--- src/rtl/kronos_x_heep_pkg.sv ---
// Kronos/X-HEEP integration constants: data-port arbiter sizing and bus slave index.
package kronos_x_heep_pkg;

  localparam int unsigned KRONOS_ARB_NMASTER         = 2;
  localparam int unsigned KRONOS_ARB_MAX_OUTSTANDING = 2;
  localparam int unsigned KRONOS_SLAVE_IDX           = 4;

endpackage

--- src/rtl/obi_pkg.sv ---
// OBI request/response bundles shared by the Kronos subsystem bus fabric.
package obi_pkg;

  typedef struct packed {
    logic        req;
    logic        we;
    logic [3:0]  be;
    logic [31:0] addr;
    logic [31:0] wdata;
  } obi_req_t;

  typedef struct packed {
    logic        gnt;
    logic        rvalid;
    logic [31:0] rdata;
  } obi_resp_t;

endpackage

--- src/rtl/kronos_obi_arb_idfifo.sv ---
// In-order FIFO of master indices for granted-but-unanswered OBI transactions.
module kronos_obi_arb_idfifo #(
  parameter int unsigned DEPTH  = 2,
  parameter int unsigned DATA_W = 1,
  localparam int unsigned PTR_W = (DEPTH > 1) ? $clog2(DEPTH) : 1,
  localparam int unsigned CNT_W = $clog2(DEPTH + 1)
) (
  input  logic              clk_i,
  input  logic              rst_i,
  input  logic              push,
  input  logic              pop,
  input  logic [DATA_W-1:0] data_in,
  output logic [DATA_W-1:0] head,
  output logic [CNT_W-1:0]  count,
  output logic              full,
  output logic              empty
);

  logic [DATA_W-1:0] mem [DEPTH];
  logic [PTR_W-1:0]  rd_ptr;
  logic [PTR_W-1:0]  wr_ptr;
  logic              push_ok;
  logic              pop_ok;

  // Explicit wrap so non-power-of-two depths work.
  function automatic logic [PTR_W-1:0] ptr_inc(input logic [PTR_W-1:0] p);
    return (p == PTR_W'(DEPTH - 1)) ? '0 : p + PTR_W'(1);
  endfunction

  assign full    = (count == CNT_W'(DEPTH));
  assign empty   = (count == '0);
  assign push_ok = push & ~full;
  assign pop_ok  = pop & ~empty;
  assign head    = mem[rd_ptr];

  always_ff @(posedge clk_i) begin
    if (rst_i) begin
      rd_ptr <= '0;
      wr_ptr <= '0;
      count  <= '0;
    end else begin
      if (push_ok) wr_ptr <= ptr_inc(wr_ptr);
      if (pop_ok)  rd_ptr <= ptr_inc(rd_ptr);
      case ({push_ok, pop_ok})
        2'b10:   count <= count + CNT_W'(1);
        2'b01:   count <= count - CNT_W'(1);
        default: count <= count;
      endcase
    end
  end

  always_ff @(posedge clk_i) begin
    if (push_ok) mem[wr_ptr] <= data_in;
  end

endmodule

--- src/rtl/kronos_obi_arbiter.sv ---
// Round-robin OBI arbiter sharing the Kronos data slave port among several masters,
// with address-phase locking and in-order response routing.
module kronos_obi_arbiter
  import obi_pkg::*;
  import kronos_x_heep_pkg::*;
#(
  parameter int unsigned NUM_MASTERS     = KRONOS_ARB_NMASTER,
  parameter int unsigned MAX_OUTSTANDING = KRONOS_ARB_MAX_OUTSTANDING,
  localparam int unsigned IDX_W          = $clog2(NUM_MASTERS),
  localparam int unsigned CNT_W          = $clog2(MAX_OUTSTANDING + 1)
) (
  input  logic             clk_i,
  input  logic             rst_i,
  input  obi_req_t         master_req_i  [NUM_MASTERS],
  output obi_resp_t        master_resp_o [NUM_MASTERS],
  output obi_req_t         slave_req_o,
  input  obi_resp_t        slave_resp_i,
  output logic [CNT_W-1:0] outstanding_o,
  output logic             err_o
);

  logic [IDX_W-1:0] rr_ptr;
  logic [IDX_W-1:0] locked_idx;
  logic [IDX_W-1:0] rr_sel;
  logic [IDX_W-1:0] cand;
  logic [IDX_W-1:0] sel;
  logic [IDX_W-1:0] head;
  logic             lock;
  logic             full;
  logic             empty;
  logic             handshake;
  logic             pop;

  function automatic logic [IDX_W-1:0] next_idx(input logic [IDX_W-1:0] i);
    return (i == IDX_W'(NUM_MASTERS - 1)) ? '0 : i + IDX_W'(1);
  endfunction

  // Scan from the farthest candidate down so the requester nearest rr_ptr wins.
  always_comb begin
    rr_sel = rr_ptr;
    cand   = rr_ptr;
    for (int i = NUM_MASTERS - 1; i >= 0; i--) begin
      cand = IDX_W'((int'(rr_ptr) + i) % NUM_MASTERS);
      if (master_req_i[cand].req) rr_sel = cand;
    end
  end

  assign sel = lock ? locked_idx : rr_sel;

  always_comb begin
    slave_req_o     = master_req_i[sel];
    slave_req_o.req = master_req_i[sel].req & ~full;
  end

  assign handshake = slave_req_o.req & slave_resp_i.gnt;
  assign pop       = slave_resp_i.rvalid & ~empty;

  always_comb begin
    for (int i = 0; i < NUM_MASTERS; i++) begin
      master_resp_o[i].gnt    = handshake && (sel == IDX_W'(i));
      master_resp_o[i].rvalid = pop && (head == IDX_W'(i));
      master_resp_o[i].rdata  = slave_resp_i.rdata;
    end
  end

  // A pending ungranted request pins the selection so the address phase stays stable.
  always_ff @(posedge clk_i) begin
    if (rst_i) begin
      rr_ptr     <= '0;
      lock       <= 1'b0;
      locked_idx <= '0;
      err_o      <= 1'b0;
    end else begin
      if (handshake) begin
        rr_ptr <= next_idx(sel);
        lock   <= 1'b0;
      end else if (slave_req_o.req) begin
        lock       <= 1'b1;
        locked_idx <= sel;
      end
      if (slave_resp_i.rvalid && empty) err_o <= 1'b1;
    end
  end

  kronos_obi_arb_idfifo #(
    .DEPTH  (MAX_OUTSTANDING),
    .DATA_W (IDX_W)
  ) u_idfifo (
    .clk_i   (clk_i),
    .rst_i   (rst_i),
    .push    (handshake),
    .pop     (pop),
    .data_in (sel),
    .head    (head),
    .count   (outstanding_o),
    .full    (full),
    .empty   (empty)
  );

endmodule

--- config.mk ---
export PLATFORM = sky130hd
export DESIGN_NAME = kronos_obi_arbiter
export DESIGN_NICKNAME = d
export VERILOG_FILES = /design/src/rtl/kronos_x_heep_pkg.sv /design/src/rtl/obi_pkg.sv /design/src/rtl/kronos_obi_arb_idfifo.sv /design/src/rtl/kronos_obi_arbiter.sv
export SDC_FILE = /design/constraint.sdc
export NUM_CORES = 1
export LEC_CHECK = 0
export BUFFER_PORTS_ARGS = -buffer_cell sky130_fd_sc_hd__buf_2
export CAP_MARGIN = 20
export CORE_AREA = 2 2 122 124
export CTS_BUF_LIST = sky130_fd_sc_hd__clkbuf_8
export DETAILED_ROUTE_END_ITERATION = 12
export DIE_AREA = 0 0 124 126
export GPL_ROUTABILITY_DRIVEN = 0
export PLACE_DENSITY = 0.56
export SETUP_SLACK_MARGIN = 0.3
export SYNTH_ARGS = -nofsm -noshare
export SYNTH_HDL_FRONTEND = slang
export SYNTH_SLANG_ARGS = --single-unit
--- constraint.sdc ---
create_clock -name clk_i -period 2.2 [get_ports clk_i]
set_input_delay 0.11 -clock clk_i [delete_from_list [all_inputs] [get_ports clk_i]]
set_output_delay 0.11 -clock clk_i [all_outputs]
set_load 0.01 [all_outputs]
**Word-level counts from Yosys, hierarchy flattened**

Memories as Yosys holds them, arrays and structs flattened. A register that Yosys moved wholly into a read port is not among the register bits.
Index checks and enable logic that the tools add are counted.

- Register bits after elaboration: 8
- Latch bits: 0
- Memory bits (writable): 2
- Bits in read-only memories: 0
- Bits of input ports: 176
- Output and inout bits: 141
- Logic and storage cells: 62
- Memories: 1

Memories:

| name | words | width | read ports | clocked after memory_dff | write ports | RTL line | source |
|---|---|---|---|---|---|---|---|
| u_idfifo.mem | 2 | 1 | 1 | 1 | 1 | kronos_obi_arb_idfifo.sv:19 | `logic [DATA_W-1:0] mem [DEPTH];` |

- $add $sub $neg: 6
- Multiply operators: 0
- Div/mod/pow operators: 0
- Order comparisons: 3
- Equal/unequal tests: 3
- Shift operators: 0
- Muxes and demuxes: 20
- Bitwise gates (word level): 13
- Reduce and logical (&&, ||, !) cells: 9

Operator list:

| kind | count |
|---|---|
| 70-bit two-way mux | 9 |
| 1-bit two-way mux | 10 |
| 2-bit >= comparator, second input constant | 3 |
| 1-bit inverter with 2-bit output | 3 |
| 1-bit AND | 5 |
| 1-bit logical AND | 5 |
| 1-bit inverter | 5 |
| 1-bit adder, second input constant | 4 |
| 2-bit == test, second input constant | 2 |
| 2-bit one-hot mux with 2 select lines | 1 |
| 2-bit by 1-bit adder with 2-bit output, second input constant | 1 |
| 2-bit by 1-bit == test with 1-bit output, second input constant | 1 |
| 2-bit zero test | 1 |
| 2-bit AND reduction | 1 |
| 2-bit nonzero test | 1 |
| 2-bit OR reduction | 1 |
| 2-bit by 1-bit subtractor with 2-bit output, second input constant | 1 |

**Depth between registers and ports, before layout**

Gate-level depths: netlist of the first run.

- Depth after elaboration: 17
- Mapped depth: 7
- Gate-level depth less buffers: 7

**Modules after synthesis**

A second synthesis of the first run with hierarchy kept.

- Cells, all modules: 202
- Area total of the unflattened synthesis: 2208.4 um^2

By module, submodules not included:

| module | times used | cells each | area an instance (um^2) | seq. area each (um^2) |
|---|---|---|---|---|
| kronos_obi_arbiter | 1 | 173 | 1913.1 | 80.1 |
| kronos_obi_arb_idfifo | 1 | 29 | 295.3 | 160.2 |

**Worst setup path before layout of the first run**

OpenSTA, ideal clock, no wires.

- Kind: register to register
- From: reg u_idfifo.count[0]
- To: reg u_idfifo.count[1]
- Setup time: 0.070 ns
- Arrival time: 1.962 ns
- Setup slack: 0.168 ns
- Cell stages (with the launch flop): 7
- Path buffers: 0
- Period minus slack after synthesis: 2.032 ns
- Cell sequence: dfxtp_1 -> nor2b_1 -> a2111oi_4 -> inv_1 -> ha_1 -> or3_1 -> a21oi_1

- Longest elaborated chain between the ends: 7
- Elaborated cells between the ends (all ways): 15

RTL lines:

| element | RTL line | source |
|---|---|---|
| start, declared | kronos_obi_arb_idfifo.sv:14 | `output logic [CNT_W-1:0] count,` |
| start signal, assigned | kronos_obi_arb_idfifo.sv:45 | `2'b10: count <= count + CNT_W'(1);` |
| start signal, assigned | kronos_obi_arb_idfifo.sv:46 | `2'b01: count <= count - CNT_W'(1);` |
| start signal, assigned | kronos_obi_arb_idfifo.sv:47 | `default: count <= count;` |
| 2-bit == test | kronos_obi_arb_idfifo.sv:30 | `assign full = (count == CNT_W'(DEPTH));` |
| 1-bit inverter | kronos_obi_arb_idfifo.sv:32, kronos_obi_arbiter.sv:52 |  |
| 1-bit AND | kronos_obi_arbiter.sv:52 | `slave_req_o.req = master_req_i[sel].req & ~full;` |
| 1-bit AND | kronos_obi_arbiter.sv:55 | `assign handshake = slave_req_o.req & slave_resp_i.gnt;` |
| 1-bit AND | kronos_obi_arb_idfifo.sv:32 | `assign push_ok = push & ~full;` |
| 2-bit by 1-bit == test with 1-bit output or 2-bit == test (tied branches) | kronos_obi_arb_idfifo.sv:44 | `case ({push_ok, pop_ok})` |
| 2-bit one-hot mux with 2 select lines or 2-bit nonzero test (tied branches) | - |  |

Parallel ways exist; a longest one is shown, timed or not.
A chain may end at the register's enable or synchronous reset.

==> summary.txt, run 1 <==
STA
  • Fmax: 527 MHz
  • RSZ-0062 raised after global routing: yes
  • Fin crit share: 86.3%
  • Hold Fails Final Rpt: 0
  • Setup Skew: 0.00519 ns
  • Min Clock Period, post-route: 1.90 ns
  • Slew Viols, Final: 0
  • Setup TNS Final: 0 ns
  • Setup violations, final: 0
  • Worst Tran Pin Value: 0.360 ns
  • Slew margin rel.: 75.9%

Floorplanning
  • DIE WIDTH: 124 um
  • Die height: 126 um
  • Core area: 0.0143 mm^2
  • Die area: 0.0156 mm^2
  • I/O Pins: 317
  • Starting Density: 13.2%
  • Rows: 44

Routing
  • DR WL/cell: 15.6 um
  • Drc violations: 0
  • Vias per cell: 3.63
  • Post-route ant nets: 0
  • DRT Wirelength: 8670 um
  • Drt first-iter violations: 71
  • DR vias: 2023
  • TritonRoute pass-1 iters: 2

Outcome
  • Outcome: finished, final reports clean

GRT
  • Via count of the first global-routing pass: 1998
  • Pin count of the biggest net entering global routing: 14
  • GRT Total Usage: 10.1%
  • Gr ovfl total: 0
  • First-pass GRT wire length: 11800 um
  • Initial antenna violation count: 0

Layout
  • Share of layout cells above drive strength 1: 85.3%
  • Fin cells: 557
  • Ant. Diodes: 0
  • Nets: 551
  • Final core area utilization: 24.5%
  • Syn-to-layout area delta: 85.9%
  • Post-route cell area: 0.00351 mm^2

Place
  • Cell Area, Placed: 0.00276 mm^2
  • Post-DP HPWL: 6820 um
  • DP Cell Count: 536
  • Port Buffers: 220

Power
  • Max IR drop VDD: 0.000207 V
  • Power per cell area: 645 mW/mm^2
  • Lkg Pwr: 1.79 nW

Yosys
  • Synth unique cells: 30
  • Post-Syn Nets: 376
  • #FFs+latches synth: 11
  • Syn Inst Count: 199
  • Register area share after synthesis: 12.7%
  • Synth Area per Inst: 9.48 um^2
  • Top FF cell, synth: dfxtp_1
  • Top area cells in the synthesized netlist: mux2_2 35%, buf_4 28%, dfxtp_1 9.5%
  • Yosys warns: 0
  • Synth async-reset ratio: 0%
  • Number of flops mapped to enable cells by yosys: 2
  • Post-synthesis cell area: 0.00189 mm^2
  • Synth area leader: mux2_2
  • Post-synth top area share: 34.6%

Clock tree
  • H-Tree Depth: 1
  • CTS clk-pin slew, worst paths: 0.05 ns
  • Inserted Clock Buffers: 3
  • CTS Buffer Depth: 2
  • Post-CTS Hold Buffers: 0
  • CTS tree: done
  • Root Driver: clkbuf_8
  • CTS Sinks: 11
  • Clk Latency, worst-skew pair: 0.24 ns

Hold path
  • Hold crit path type: in2reg

Setup path
  • Crit-path max FO: 5
  • Reg-to-reg slack, setup: 0.44 ns
  • CP required: 2.09 ns
  • Arrival @ worst endpoint: 1.79 ns
  • Crit start category: register
  • Crit end category: primary output
  • Critical path class: reg2out

Job
  • MaxCap Viol Count: 0
## kinds of logic after synthesis
| family | count (synthesis) | share of synthesized area (%) |
|---|---|---|
| buf+inv | 77 | 29.3 |
| mux | 73 | 43.6 |
| simple gates | 20 | 5.37 |
| compound gates | 14 | 6.96 |
| flops | 11 | 12.7 |
| xor+xnor | 3 | 1.39 |
| fa+ha+maj | 1 | 0.663 |
## cell type report
type	count	area, um^2
Fill cell	1578	10800
Sequential cell	11	245
Timing Repair Buffer	242	1710
Clock buffer	3	41.3
Inverter	5	18.8
Tap cell	184	230
Clock inverter	1	5.00
Multi-Input combinational cell	111	1260
## registers in the layout (all words and copies together), names as in the netlist, named ones only
name and cells:
u_idfifo.wr_ptr 1, lock 1, u_idfifo.rd_ptr 1, locked_idx 1
rr_ptr 1, u_idfifo.count 2, u_idfifo.mem 2, err_o 1
## layout by cell type (no fill, tap or decap), drive strengths merged
| cell type | n |
|---|---|
| a2111o | 1 |
| a2111oi | 1 |
| a211oi | 2 |
| a21boi | 1 |
| a21oi | 2 |
| and2 | 2 |
| buf | 239 |
| clkbuf | 6 |
| clkinv | 1 |
| dfxtp | 9 |
| edfxtp | 2 |
| ha | 1 |
| inv | 5 |
| mux2 | 70 |
| mux2i | 3 |
| nand2 | 2 |
| nand2b | 1 |
| nor2 | 8 |
| nor2b | 5 |
| nor3b | 1 |
| o211ai | 1 |
| o21ai | 3 |
| o21bai | 2 |
| o221a | 1 |
| or3 | 1 |
| xnor2 | 1 |
| xor2 | 2 |
## synthesized netlist by cell type (all sizes together) (2+ instances only)
library cell  number
o21bai             2
nand2              2
and2               2
a211oi             2
xor2               2
edfxtp             2
mux2i              3
nor2               8
inv                5
nor2b              5
buf               71
a21oi              2
o21ai              3
mux2              70
dfxtp              9
## final timing paths
path | start | to | cells after the start
setup / recovery | lock | slave_req_o[63] | 7
hold / removal | slave_resp_i[32] | err_o | 3
setup reg to reg | lock | u_idfifo.count[1] | 7
hold reg to reg | err_o | err_o | 2
## worst max-delay path: stages, from the launching register on
cell	delay, ns
dfxtp_4	0.34
o21bai_4	0.18
o21ai_4	0.15
buf_6	0.13
buf_12	0.13
clkbuf_16	0.15
mux2_2	0.34
buf_6	0.12
## per-layer routing
layer / vias to the layer above / global-route usage (%) / share of wire (%)
met5: - / 0 / 0
met4: 0 / 0.991 / 0.68
met3: 4 / 2.58 / 8.0
met2: 132 / 15.6 / 47
met1: 915 / 14.7 / 44
li1: 972 / - / -
## power breakdown
part	internal, W	switching, W	leakage (nW)
Sequential	0.000265	0.0000492	0.0941
Clock	0.000124	0.0000734	0.0255
Combinational	0.00106	0.000697	1.67
Total	0.00144	0.000819	1.79
## per-stage QoR
stage	total power [W]	hold WS (ns)	worst slack (ns)
global route	0.00241	0.142	0.242
finish	0.00226	0.114	0.302
CTS	0.00202	0.115	0.250
detailed placement	0.00152	0.220	0.411
floorplan	0.00115	0.251	0.285
global placement	0.00152	0.220	0.412
## what timing repair did
item                                    4_1_cts  5_1_grt
cloned                                        5        3
gates resized for setup                      29       69
setup buffers                                 9        0
endpoints found under the setup margin       67       71
endpoints found under the hold margin         0        0
pin swaps                                     1        2
No activity file was read; power rests on OpenSTA's default activity.
==> run 2: changes to the inputs <==
--- a/config.mk
+++ b/config.mk
@@ -5,7 +5,7 @@
 export SDC_FILE = /design/constraint.sdc
 export NUM_CORES = 1
 export LEC_CHECK = 0
-export BUFFER_PORTS_ARGS = -buffer_cell sky130_fd_sc_hd__buf_2
+export BUFFER_PORTS_ARGS = -buffer_cell sky130_fd_sc_hd__buf_4
 export CAP_MARGIN = 20
 export CORE_AREA = 2 2 122 124
 export CTS_BUF_LIST = sky130_fd_sc_hd__clkbuf_8
==> run 2 against run 1 <==
Clock skew fell by 0.0046 ns; clock power fell by 2%; critical path type unchanged; final cell count fell by 1.8%; design area rose by 1.9%; highest routed layer unchanged; hold slack barely moved; non-clock buffer count fell by 10; count of clock-buffer cells in the layout did not move; total power fell by 6.6%; largest power group unchanged; via count rose by 0.94%; wire length fell by 0.32%.
==> summary.txt, run 2 (same netlist as run 1, synthesis figures left out) <==
Outcome
  • Outcome: finished, final reports clean

Setup path
  • Crit-path max FO: 7
  • Worst r2r dst: u_idfifo.count[1]
  • Arrival @ worst endpoint: 1.77 ns
  • Reg-to-reg slack, setup: 0.42 ns
  • Crit start category: register
  • Crit end category: primary output
  • Critical path class: reg2out
  • FF-to-FF Start: lock
  • Worst Reg2Reg Path Length in Cells: 7
  • CP required: 2.09 ns

Layout
  • Syn-to-layout area delta: 89.5%
  • Largest registers: u_idfifo.count x2, u_idfifo.mem x2
  • Ant. Diodes: 0
  • Fill count: 1543
  • Share of layout cells above drive strength 1: 85.7%
  • Final core area utilization: 25.0%
  • Nets: 541
  • Commonest non-fill, non-tap cell in the layout: buf_4
  • Most frequent cells in the layout: 221 x buf_4, 55 x mux2_2, 10 x mux2_4

Floorplanning
  • Core area: 0.0143 mm^2
  • I/O Pins: 317
  • DIE WIDTH: 124 um
  • Starting Density: 13.2%
  • Die area: 0.0156 mm^2
  • Rows: 44
  • Die height: 126 um

STA
  • Worst Tran Pin Value: 0.357 ns
  • Min Clock Period, post-route: 1.88 ns
  • Hold slack: 0.114 ns
  • Fin crit share: 85.5%
  • Hold Fails Final Rpt: 0
  • Fmax: 531 MHz
  • Setup Skew: 0.000606 ns
  • Worst setup margin: 0.318 ns
  • Setup TNS Final: 0 ns
  • Setup violations, final: 0
  • RSZ-0062 raised after global routing: yes
  • Slew Viols, Final: 0
  • Slew margin rel.: 76.1%

Job
  • MaxCap Viol Count: 0

Routing
  • Post-route ant nets: 0
  • DRT Wirelength: 8640 um
  • DR WL/cell: 15.8 um
  • TritonRoute pass-1 iters: 4
  • Drc violations: 0
  • Drt first-iter violations: 59
  • Vias per cell: 3.73
  • DR vias: 2042

Clock tree
  • CTS tree: done
  • Clk Latency, worst-skew pair: 0.23 ns
  • CTS clk-pin slew, worst paths: 0.05 ns
  • CTS Sinks: 11
  • H-Tree Depth: 1
  • Root Driver: clkbuf_8
  • Inserted Clock Buffers: 3
  • CTS Buffer Depth: 2

GRT
  • Gr ovfl total: 0
  • Initial antenna violation count: 0
  • First-pass GRT wire length: 12200 um
  • Via count of the first global-routing pass: 2143
  • Pin count of the biggest net entering global routing: 21
  • GRT Total Usage: 10.1%

Hold path
  • Hold_sp: rst_i
  • Hold crit path type: in2reg
  • Hold Path Sink: u_idfifo.count[1]
  • Hold path depth: 2

Place
  • Port Buffers: 220
  • DP Worst Slack: 0.389 ns
  • Post-DP HPWL: 7260 um

Power
  • Power per cell area: 592 mW/mm^2
  • Power Total: 0.00212 W
  • Max IR drop VDD: 0.000197 V
  • Lkg Pwr: 1.72 nW
## run 2: changes by cell type in the layout (fill, tap and decap cells not counted), moves of 2 or more
cell,change
clkbuf_16,-2
buf_4,+213
buf_16,-3
buf_2,-183
mux2_2,+28
mux2_1,-2
buf_6,-34
mux2_4,-26
## run 2: worst max-delay path by stage
stage                          start                end  slack, ns  cells after the start
after global placement    locked_idx  u_idfifo.count[1]       0.39                      7
after global routing            lock    slave_req_o[61]       0.26                      7
after floorplan           locked_idx  u_idfifo.count[1]       0.28                      6
after CTS                       lock    slave_req_o[33]       0.25                      7
final                           lock    slave_req_o[61]       0.32                      7
after detailed placement  locked_idx  u_idfifo.count[1]       0.39                      7
## run 2: what timing repair did
item / CTS / global route
hold buffers: 0 / 0
cloned: 2 / 1
endpoints found under the setup margin: 69 / 72
pin swaps: 1 / 2
setup buffers: 3 / 2
gates resized for setup: 12 / 14
## run 2: metal layers
metal / vias up / GRT usage (%) / part of all wire, %
met5: - / 0 / 0
met3: 4 / 3.26 / 9.7
met1: 953 / 12.7 / 39
met4: 0 / 0.925 / 0.64
li1: 954 / - / -
met2: 131 / 17.3 / 50
## run 2: power breakdown
part / internal (W) / switching, W / total, W / leakage, nW
Clock: 0.000122 / 0.0000721 / 0.000194 / 0.0269
Combinational: 0.000967 / 0.000634 / 0.00160 / 1.60
Sequential: 0.000266 / 0.0000548 / 0.000320 / 0.0941
Total: 0.00135 / 0.000761 / 0.00212 / 1.72
## run 2: cell type report
class                           instances  area, um^2  share of cell area, %
Tap cell                              184         230                   6.44
Multi-Input combinational cell        111        1170                   32.8
Clock inverter                          1        3.75                  0.105
Timing Repair Buffer                  232        1860                   52.2
Inverter                                5        18.8                  0.525
Clock buffer                            3        41.3                   1.16
Sequential cell                        11         245                   6.86
## run 2: per-stage QoR
step	instances	cell area, um^2
4_1_cts	544	3480
5_1_grt	547	3570
6_report	547	3570
3_3_place_gp	535	3310
3_5_place_dp	535	3310
2_1_floorplan	199	1900
## run 2: critical path, cell delays in order (launching register included)
cell and delay, ns:
dfxtp_4 0.35, o21bai_4 0.18, o21ai_4 0.14, buf_12 0.15, buf_12 0.11, buf_16 0.12
mux2_2 0.33, buf_4 0.15
